[src/rtl/buzzer_sequencer.sv]
// buzzer_sequencer: priority-arbitrated tune player driving the tone generator.
// Define BUZZ_NOTE_GAP_EN to insert a GAP_CLKS silent gap after each non-last note.
module buzzer_sequencer #(
   parameter int TICK_DIV = 2_500_000,
   parameter int GAP_CLKS = 500_000
) (
   input  logic        clk,
   input  logic        rst_n,
   input  logic [3:0]  req,
   input  logic        mute,
   output logic [19:0] pwm_parameter,
   output logic        tone_en,
   output logic        busy,
   output logic [1:0]  active_id,
   output logic        done
);

   localparam int TW = $clog2(TICK_DIV);
   localparam int GW = $clog2(GAP_CLKS + 1);
   localparam logic [TW-1:0] TICK_LAST = TW'(TICK_DIV - 1);
   localparam logic [GW-1:0] GAP_LAST = GW'(GAP_CLKS - 1);

   localparam logic [3:0] P_REST = 4'd0;
   localparam logic [3:0] P_C5 = 4'd1;
   localparam logic [3:0] P_D5 = 4'd2;
   localparam logic [3:0] P_E5 = 4'd3;
   localparam logic [3:0] P_F5 = 4'd4;
   localparam logic [3:0] P_G5 = 4'd5;
   localparam logic [3:0] P_A5 = 4'd6;
   localparam logic [3:0] P_B5 = 4'd7;
   localparam logic [3:0] P_C6 = 4'd8;

   typedef enum logic [2:0] {
      S_IDLE,
      S_LOAD,
      S_PLAY,
      S_GAP,
      S_DONE
   } state_t;

`ifdef BUZZ_NOTE_GAP_EN
   localparam state_t S_NOTE_END = S_GAP;
`else
   localparam state_t S_NOTE_END = S_LOAD;
`endif

   state_t        state;
   state_t        state_nxt;
   logic [3:0]    pending;
   logic [3:0]    pend_nxt;
   logic [3:0]    drop;
   logic [3:0]    clr;
   logic [1:0]    id_q;
   logic [1:0]    hi_idx;
   logic          any_pend;
   logic          preempt;
   logic          start;
   logic          expire;
   logic          gap_exp;
   logic [3:0]    addr;
   logic          last_q;
   logic [TW-1:0] tick_cnt;
   logic [3:0]    unit_cnt;
   logic [GW-1:0] gap_cnt;
   logic [19:0]   pwm_q;
   logic          tone_q;
   logic [8:0]    rom_w;
   logic [19:0]   rom_per;

   function automatic logic [8:0] ent(
      input logic       last,
      input logic [3:0] p,
      input logic [3:0] d
   );
      return {last, p, d};
   endfunction

   // Entry = {last, pitch, dur}; unused slots read as a terminating rest.
   function automatic logic [8:0] rom_word(
      input logic [1:0] t,
      input logic [3:0] a
   );
      logic [8:0] w;
      w = ent(1'b1, P_REST, 4'd1);
      case ({t, a})
         6'h00: w = ent(1'b0, P_E5, 4'd1);
         6'h01: w = ent(1'b1, P_C5, 4'd1);
         6'h10: w = ent(1'b0, P_C5, 4'd1);
         6'h11: w = ent(1'b0, P_E5, 4'd1);
         6'h12: w = ent(1'b0, P_G5, 4'd1);
         6'h13: w = ent(1'b1, P_C6, 4'd2);
         6'h20: w = ent(1'b0, P_C6, 4'd1);
         6'h21: w = ent(1'b0, P_REST, 4'd1);
         6'h22: w = ent(1'b1, P_C6, 4'd1);
         6'h30: w = ent(1'b0, P_B5, 4'd2);
         6'h31: w = ent(1'b0, P_A5, 4'd2);
         6'h32: w = ent(1'b0, P_G5, 4'd2);
         6'h33: w = ent(1'b0, P_F5, 4'd2);
         6'h34: w = ent(1'b0, P_E5, 4'd2);
         6'h35: w = ent(1'b0, P_D5, 4'd2);
         6'h36: w = ent(1'b1, P_C5, 4'd4);
         default: w = ent(1'b1, P_REST, 4'd1);
      endcase
      return w;
   endfunction

   // Zero doubles as the rest marker for tone_en.
   function automatic logic [19:0] period(input logic [3:0] p);
      logic [19:0] v;
      case (p)
         P_C5: v = 20'd95556;
         P_D5: v = 20'd85131;
         P_E5: v = 20'd75841;
         P_F5: v = 20'd71585;
         P_G5: v = 20'd63775;
         P_A5: v = 20'd56817;
         P_B5: v = 20'd50618;
         P_C6: v = 20'd47777;
         default: v = 20'd0;
      endcase
      return v;
   endfunction

   always_comb begin
      hi_idx = 2'd0;
      priority case (1'b1)
         pending[3]: hi_idx = 2'd3;
         pending[2]: hi_idx = 2'd2;
         pending[1]: hi_idx = 2'd1;
         default:    hi_idx = 2'd0;
      endcase
   end

   assign any_pend = |pending;
   assign preempt  = any_pend && (hi_idx > id_q);
   assign expire   = (tick_cnt == TICK_LAST) && (unit_cnt == 4'd0);
   assign gap_exp  = (gap_cnt == GAP_LAST);
   assign rom_w    = rom_word(id_q, addr);
   assign rom_per  = period(rom_w[7:4]);

   always_comb begin
      drop     = busy ? (4'b0001 << id_q) : 4'b0000;
      clr      = start ? (4'b0001 << hi_idx) : 4'b0000;
      pend_nxt = (pending | (req & ~drop)) & ~clr;
   end

   always_ff @(posedge clk) begin
      if (!rst_n) begin
         state <= S_IDLE;
      end else begin
         state <= state_nxt;
      end
   end

   always_comb begin
      state_nxt = state;
      start     = 1'b0;
      unique case (state)
         S_IDLE: begin
            if (any_pend) begin
               state_nxt = S_LOAD;
               start     = 1'b1;
            end
         end
         S_LOAD: begin
            if (preempt) begin
               start = 1'b1;
            end else begin
               state_nxt = S_PLAY;
            end
         end
         S_PLAY: begin
            if (preempt) begin
               state_nxt = S_LOAD;
               start     = 1'b1;
            end else if (expire) begin
               state_nxt = last_q ? S_DONE : S_NOTE_END;
            end
         end
         S_GAP: begin
            if (preempt) begin
               state_nxt = S_LOAD;
               start     = 1'b1;
            end else if (gap_exp) begin
               state_nxt = S_LOAD;
            end
         end
         S_DONE: begin
            if (any_pend) begin
               state_nxt = S_LOAD;
               start     = 1'b1;
            end else begin
               state_nxt = S_IDLE;
            end
         end
         default: state_nxt = S_IDLE;
      endcase
   end

   always_ff @(posedge clk) begin
      if (!rst_n) begin
         pending  <= '0;
         id_q     <= '0;
         addr     <= '0;
         last_q   <= 1'b0;
         tick_cnt <= '0;
         unit_cnt <= '0;
         gap_cnt  <= '0;
         pwm_q    <= '0;
         tone_q   <= 1'b0;
      end else begin
         pending <= pend_nxt;
         if (start) begin
            id_q <= hi_idx;
            addr <= '0;
         end else if (state == S_PLAY && expire && !last_q) begin
            addr <= addr + 4'd1;
         end
         // dur 0 wraps to 15 here, giving 16 units.
         if (state == S_LOAD && state_nxt == S_PLAY) begin
            last_q   <= rom_w[8];
            pwm_q    <= rom_per;
            tone_q   <= (rom_per != 20'd0);
            tick_cnt <= '0;
            unit_cnt <= rom_w[3:0] - 4'd1;
         end else begin
            if (state == S_PLAY) begin
               if (tick_cnt == TICK_LAST) begin
                  tick_cnt <= '0;
                  unit_cnt <= unit_cnt - 4'd1;
               end else begin
                  tick_cnt <= tick_cnt + TW'(1);
               end
            end
            if (state_nxt inside {S_IDLE, S_GAP, S_DONE}) begin
               tone_q <= 1'b0;
            end
         end
         gap_cnt <= (state == S_GAP) ? gap_cnt + GW'(1) : '0;
      end
   end

   always_comb begin
      busy          = 1'b1;
      done          = 1'b0;
      tone_en       = 1'b0;
      pwm_parameter = pwm_q;
      active_id     = id_q;
      unique case (state)
         S_IDLE:         busy = 1'b0;
         S_LOAD, S_PLAY: tone_en = tone_q & ~mute;
         S_GAP:          tone_en = 1'b0;
         S_DONE:         done = 1'b1;
         default:        busy = 1'b0;
      endcase
   end

endmodule

[config.mk]
export PLATFORM = sky130hd
export DESIGN_NAME = buzzer_sequencer
export DESIGN_NICKNAME = d
export VERILOG_FILES = /design/src/rtl/buzzer_sequencer.sv
export SDC_FILE = /design/constraint.sdc
export NUM_CORES = 1
export LEC_CHECK = 0
export CAP_MARGIN = 0
export CELL_PAD_IN_SITES_DETAIL_PLACEMENT = 1
export CELL_PAD_IN_SITES_GLOBAL_PLACEMENT = 1
export CORE_ASPECT_RATIO = 0.75
export CORE_MARGIN = 2
export CORE_UTILIZATION = 44
export CTS_CLUSTER_SIZE = 16
export DETAILED_ROUTE_END_ITERATION = 6
export HOLD_SLACK_MARGIN = 0.05
export PLACE_DENSITY = 0.83
export SYNTH_ARGS = -nofsm -noshare
export SYNTH_HDL_FRONTEND = slang
export SYNTH_SLANG_ARGS = --single-unit
export TNS_END_PERCENT = 20
[constraint.sdc]
create_clock -name clk -period 2.94 [get_ports clk]
set_clock_uncertainty 0.05 [all_clocks]
set_input_delay 0.588 -clock clk [delete_from_list [all_inputs] [get_ports clk]]
set_output_delay 0.588 -clock clk [all_outputs]
set_load 0.02 [all_outputs]
# Yosys cells after proc, flatten, opt, wreduce, memory -nomap -nowiden
# Memory sizes are Yosys's and may differ from the RTL's.
# Index checks and enable logic that the tools add are counted.
[word_totals] inputBits=7 out_inout_bits=25 mem_bits_ro=784 elab_cells=86 n_memories=2 regBits=80
[op_classes] bitwise_logic=8 n_addsub=5 magnitude_cmp=1 n_reduce_logical=23 n_eq_ne=9 shift=2 mux=26
[mem_list] name="(no name shown)" words=64 word_bits=8 read_ports=1 rd_ports_with_merged_regs=0 wr=0 line_no="85" text="case ({t, a})"
[mem_list] name="(no name shown)" words=16 word_bits=17 read_ports=1 rd_ports_with_merged_regs=0 wr=0 line_no="110" text="case (p)"
[op_table] operator="adder 22 x 1 -> 22 bit, second input constant" count=1
[op_table] operator="== test 22 bit, second input constant" count=1
[op_table] operator="two-way mux 22 bit" count=1
[op_table] operator="two-way mux 3 bit" count=7
[op_table] operator="two-way mux 4 bit" count=5
[op_table] operator="nonzero test 20 bit" count=1
[op_table] operator="adder 19 x 1 -> 19 bit, second input constant" count=1
[op_table] operator="== test 19 bit, second input constant" count=1
[op_table] operator="one-hot mux 3 bit (5 select lines)" count=1
[op_table] operator="== test 3 x 2 -> 1 bit, second input constant" count=4
[op_table] operator="two-way mux 1 bit" count=9
[op_table] operator="bitwise AND 4 bit" count=2
[op_table] operator="inverter 4 bit" count=2
[op_table] operator="OR reduction 2 bit" count=4
[op_table] operator="OR reduction 4 bit" count=2
[op_table] operator="<< shifter 1 x 2 -> 4 bit, first input constant" count=2
[op_table] operator="subtractor 4 x 1 -> 4 bit, second input constant" count=2
[op_table] operator="== test 3 bit, second input constant" count=2
[op_table] operator="zero test 3 bit" count=2
[op_table] operator="nonzero test 2 bit" count=3
[op_table] operator="logical AND 1 bit" count=5
[op_table] operator="adder 4 x 1 -> 4 bit, second input constant" count=1
[op_table] operator="zero test 4 bit" count=1
[op_table] operator="two-way mux 2 bit" count=2
[op_table] operator="other kinds (10)" count=12

# Depth between registers and ports, before layout
[depth] depth_word=11 depth_mapped=13 depth_no_buf=12

# Least setup slack after synthesis
# No wires, ideal clock.
[synth_timing] path_type="register to register" startpoint="reg id_q[1] (netlist: active_id[1])" endpoint="reg unit_cnt[2]" stages_incl_launch_ff=14 setup_slack_ns=0.058 synth_period_minus_slack_ns=2.882 t_arrival_ns=2.699 setup_time_ns=0.132 n_path_buf=2 required_ns=2.758 cell_sequence="dfxtp_1 > clkbuf_1 > inv_1 > ha_1 > inv_1 > a31oi_1 > o221ai_1 > clkbuf_1 > a211oi_1 > a21oi_1 > ha_1 > xor2_1 > o21ai_0 > a21oi_1"
[synth_via] elab_chain_len=8 word_cells_on_any_way=14 classes_between="1 x add/sub; 1 x order compare; 1 x eq/ne; 5 x mux; 5 x reduce/logical; 1 x memory"
[synth_lines] item="start: declaration" line_no="53" text="logic [1:0] id_q;"
[synth_lines] item="start signal: assignment" line_no="214" text="id_q <= hi_idx;"
[synth_lines] item="parallel branches: the longest is 8 deep, another holds memory read (64 x 8 bit)"
[synth_lines] item="end signal: assignment" line_no="225" text="unit_cnt <= rom_w[3:0] - 4'd1;"
[synth_lines] item="end signal: assignment" line_no="230" text="unit_cnt <= unit_cnt - 4'd1;"
[synth_lines] item="end: declaration" line_no="63" text="logic [3:0] unit_cnt;"
# Several ways; the timed one is not identified.
# A chain may end at the register's enable or synchronous reset.

# Final worst setup path
[layout_timing] startpoint="reg addr[0]" endpoint="reg tone_q"
[layout_via] elab_chain_len=4
[layout_lines] item="start: declaration" line_no="60" text="logic [3:0] addr;"
[layout_lines] item="start signal: assignment" line_no="217" text="addr <= addr + 4'd1;"
[layout_lines] item="memory read (64 x 8 bit)"
[layout_lines] item="memory read (16 x 17 bit)"
[layout_lines] item="nonzero test 20 bit" line_no="223" text="tone_q <= (rom_per != 20'd0);"
[layout_lines] item="two-way mux 1 bit" line_no="220" text="if (state == S_LOAD && state_nxt == S_PLAY) begin"
[layout_lines] item="end signal: assignment" line_no="223"
[layout_lines] item="end: declaration" line_no="66" text="logic tone_q;"
# No other way between the ends.

==> run_results.csv <==
group,metric,value,unit
outcome,status,"finished clean",
detailed_routing,wl_per_cell,16.6,um
worst_hold_path,hold-path-cell-count,2,
yosys,synthFlopType,"dfxtp_1",
floorplanning,chipHeight,86.3,um
worst_setup_path,r2r_cells,12,
global_routing,grt_usage,0.225,
final_layout,fin_util,0.532,
yosys,yosysWarnings,0,
detailed_routing,wl_met1,5.13,mm
clocking,cts.root.buffer_cell,"clkbuf_16",
yosys,synthArstFlopShare,0,
yosys,yosysTopAreaCell,"dfxtp_1",
clocking,clkSinkCount,76,
yosys,ys_ff_latch,76,
worst_setup_path,crit_type,"reg2reg",
final_layout,nets,542,
detailed_routing,met3WireLength,348,um
worst_setup_path,worst_ep_required_time,3.11,ns
final_layout,syn2layout_area_growth,19.0,%
detailed_routing,viasPerCell,5.61,
yosys,ys_seq_area_frac,0.383,
final_layout,drive_gt1_frac,0.0864,
global_routing,grt_pass1_vias,3681,
final_layout,antenna_cells,0,
global_routing,gr-total-overflow,0,
global_routing,grt_max_degree,21,
yosys,syn_inst,486,
power,power_density,882,nW/um^2
clocking,cts_htree_levels,3,
yosys,yosysUniqueCellTypes,57,
worst_setup_path,path_max_fanout,6,
clocking,clk_latency,0.34,ns
detailed_routing,vias,3552,
worst_setup_path,start_kind,"flop",
worst_hold_path,hold_path.class,"reg2reg",
yosys,syn_avg_cell_area,8.18,um^2
detailed_routing,finalWirelength,10.5,mm
clocking,cts_tree,"built",
global_routing,antenna_found_initial,0,
timing,max-slew-margin-rel,0.489,
timing,setup_viol,0,
clocking,numCtsBuffers,9,
detailed_routing,ant_nets,0,
floorplanning,pin_count,32,
yosys,synth.most_common_cell,"dfxtp_1",
placed_design,dp_hpwl,7.73,mm
floorplanning,rows,30,
detailed_routing,drt_iter0_drc,133,
yosys,netlist.area_leader.share,0.383,
timing,tns,0,ns
floorplanning,die-area,9820,um^2
floorplanning,die_w,114,um
timing,drv_slew,0,
timing,clock.fmax,0.370,GHz
timing,rsz0062_at_grt,"false",
placed_design,place.gp.congestion,0.886,
yosys,yosys-top-cells-area,"dfxtp_1 38%, nor2_1 7.0%, xor2_1 5.7%, ha_1 5.7%, nand2_1 5.2%",
yosys,synth-edff-count,0,
flow_run,max_cap_violations,0,
power,ir_drop,0.490,mV
detailed_routing,drtPass1Iterations,4,
placed_design,io_buffers,28,
worst_setup_path,end_kind,"flop",
yosys,synth_commonest_cells,"76 x dfxtp_1, 74 x nor2_1, 55 x nand2_1, 29 x a21oi_1, 26 x xor2_1",
detailed_routing,detailroute.wirelength.met2,4.94,mm
timing,period_minus_slack,2.70,ns
detailed_routing,drc,0,
timing,post-route-period-util,0.919,
global_routing,grt_pass1_wl,17.8,mm
floorplanning,core_area,8900,um^2
yosys,syn-cell-area,3980,um^2
power,p_leak,0.00173,uW
clocking,cts_buffer_depth,2,
timing,hold_viol_final,0,
floorplanning,initial_core_util,0.447,
clocking,clk_pin_slew,0.06,ns
detailed_routing,routed.top_layer,"met4",
timing,worst_pin_slew,0.765,ns
worst_setup_path,arrival,2.87,ns
==> through the flow <==
stage | cells | power [uW] | hold WS, ns | worst slack (ns) | instance area (um^2)
2_1_floorplan | 488 | 2380 | 0.378 | 0.0584 | 3980
6_report | 633 | 4180 | 0.405 | 0.239 | 4730
4_1_cts | 633 | 4180 | 0.407 | 0.158 | 4720
5_1_grt | 633 | 4420 | 0.429 | 0.0326 | 4730
3_3_place_gp | 618 | 2880 | 0.390 | 0.400 | 4390
3_5_place_dp | 618 | 2950 | 0.399 | 0.183 | 4390
==> final timing paths <==
kind,startpoint,end,slack [ns]
hold / removal,pwm_parameter[16],pwm_parameter[16],0.40
setup reg to reg,addr[0],tone_q,0.24
hold reg to reg,pwm_parameter[16],pwm_parameter[16],0.40
setup / recovery,addr[0],tone_q,0.24
==> report_power, final <==
part	switching [uW]	internal (uW)	total (uW)	leakage, uW
Sequential	143	1190	1330	0.000616
Combinational	975	662	1640	0.000956
Clock	428	783	1210	0.000158
Total	1550	2630	4180	0.00173
==> cells in the final DEF, fill, tap and decap left out, types with 3 or more instances in the layout <==
master / count
a21oi_1: 29
nor4_1: 4
and4_1: 6
a31oi_1: 6
xnor2_1: 18
clkdlybuf4s50_1: 28
inv_1: 14
dfxtp_1: 76
o211ai_1: 3
a211oi_1: 5
nand3_1: 23
and3_1: 8
ha_1: 18
nand3b_1: 3
nand4_1: 10
clkbuf_16: 9
xor2_1: 26
buf_4: 13
o221a_2: 6
nand2_1: 55
or3_1: 5
nor2_1: 74
and2_1: 5
mux2i_1: 5
o21ai_0: 13
nand2b_1: 6
conb_1: 3
nor3_1: 12
==> state kept, by name, summed over array words and instances (netlist names) <==
signal         count
tick_cnt          22
gap_cnt           19
pwm_parameter     16
addr               4
pending            4
unit_cnt           4
state              3
active_id          2
last_q             1
tone_q             1
==> area by class of cell <==
cell class | count | area (um^2)
fillers | 1050 | 4160
multi-input cells | 374 | 2310
flip-flops and latches | 76 | 1520
repair buffers | 41 | 378
clock buffers | 11 | 253
well taps | 112 | 140
clock inverters | 4 | 72.6
inverters | 15 | 56.3
==> critical path, cell delays in order (launching register included) <==
cell and delay, ns:
dfxtp_1 0.38, inv_1 0.15, ha_1 0.28, o21a_1 0.20, a21oi_1 0.17, o32ai_2 0.12
buf_4 0.17, ha_1 0.32, nand2_1 0.06, nor3_1 0.16, a41oi_1 0.20, o41ai_2 0.25
a31oi_1 0.06
==> routing by layer <==
metal  vias to the layer above  global-route usage
met5                         -                   0
met1                      1728               0.295
met4                         0              0.0565
li1                       1755                   -
met3                         9              0.0483
met2                        60               0.381
==> kinds of logic (layout without fill, tap and decap cells) <==
logic type	after synthesis	count (layout)	share of synthesized area
AO/OA/AOI/OAI	79	79	0.131
multiplexers	6	6	0.0154
XOR/XNOR	44	44	0.0969
adder cells (fa/ha/maj)	18	18	0.0566
buffers and inverters	38	71	0.0431
flip-flops	76	76	0.383
other	1	3	0.000943
AND/OR/NAND/NOR	224	224	0.274
==> timing repair <==
item	4_1_cts	5_1_grt
hold buffers	0	0
gates resized for setup	0	2
endpoints found under the setup margin	0	1
buffers inserted	0	0
No activity file was read; power rests on OpenSTA's default activity.
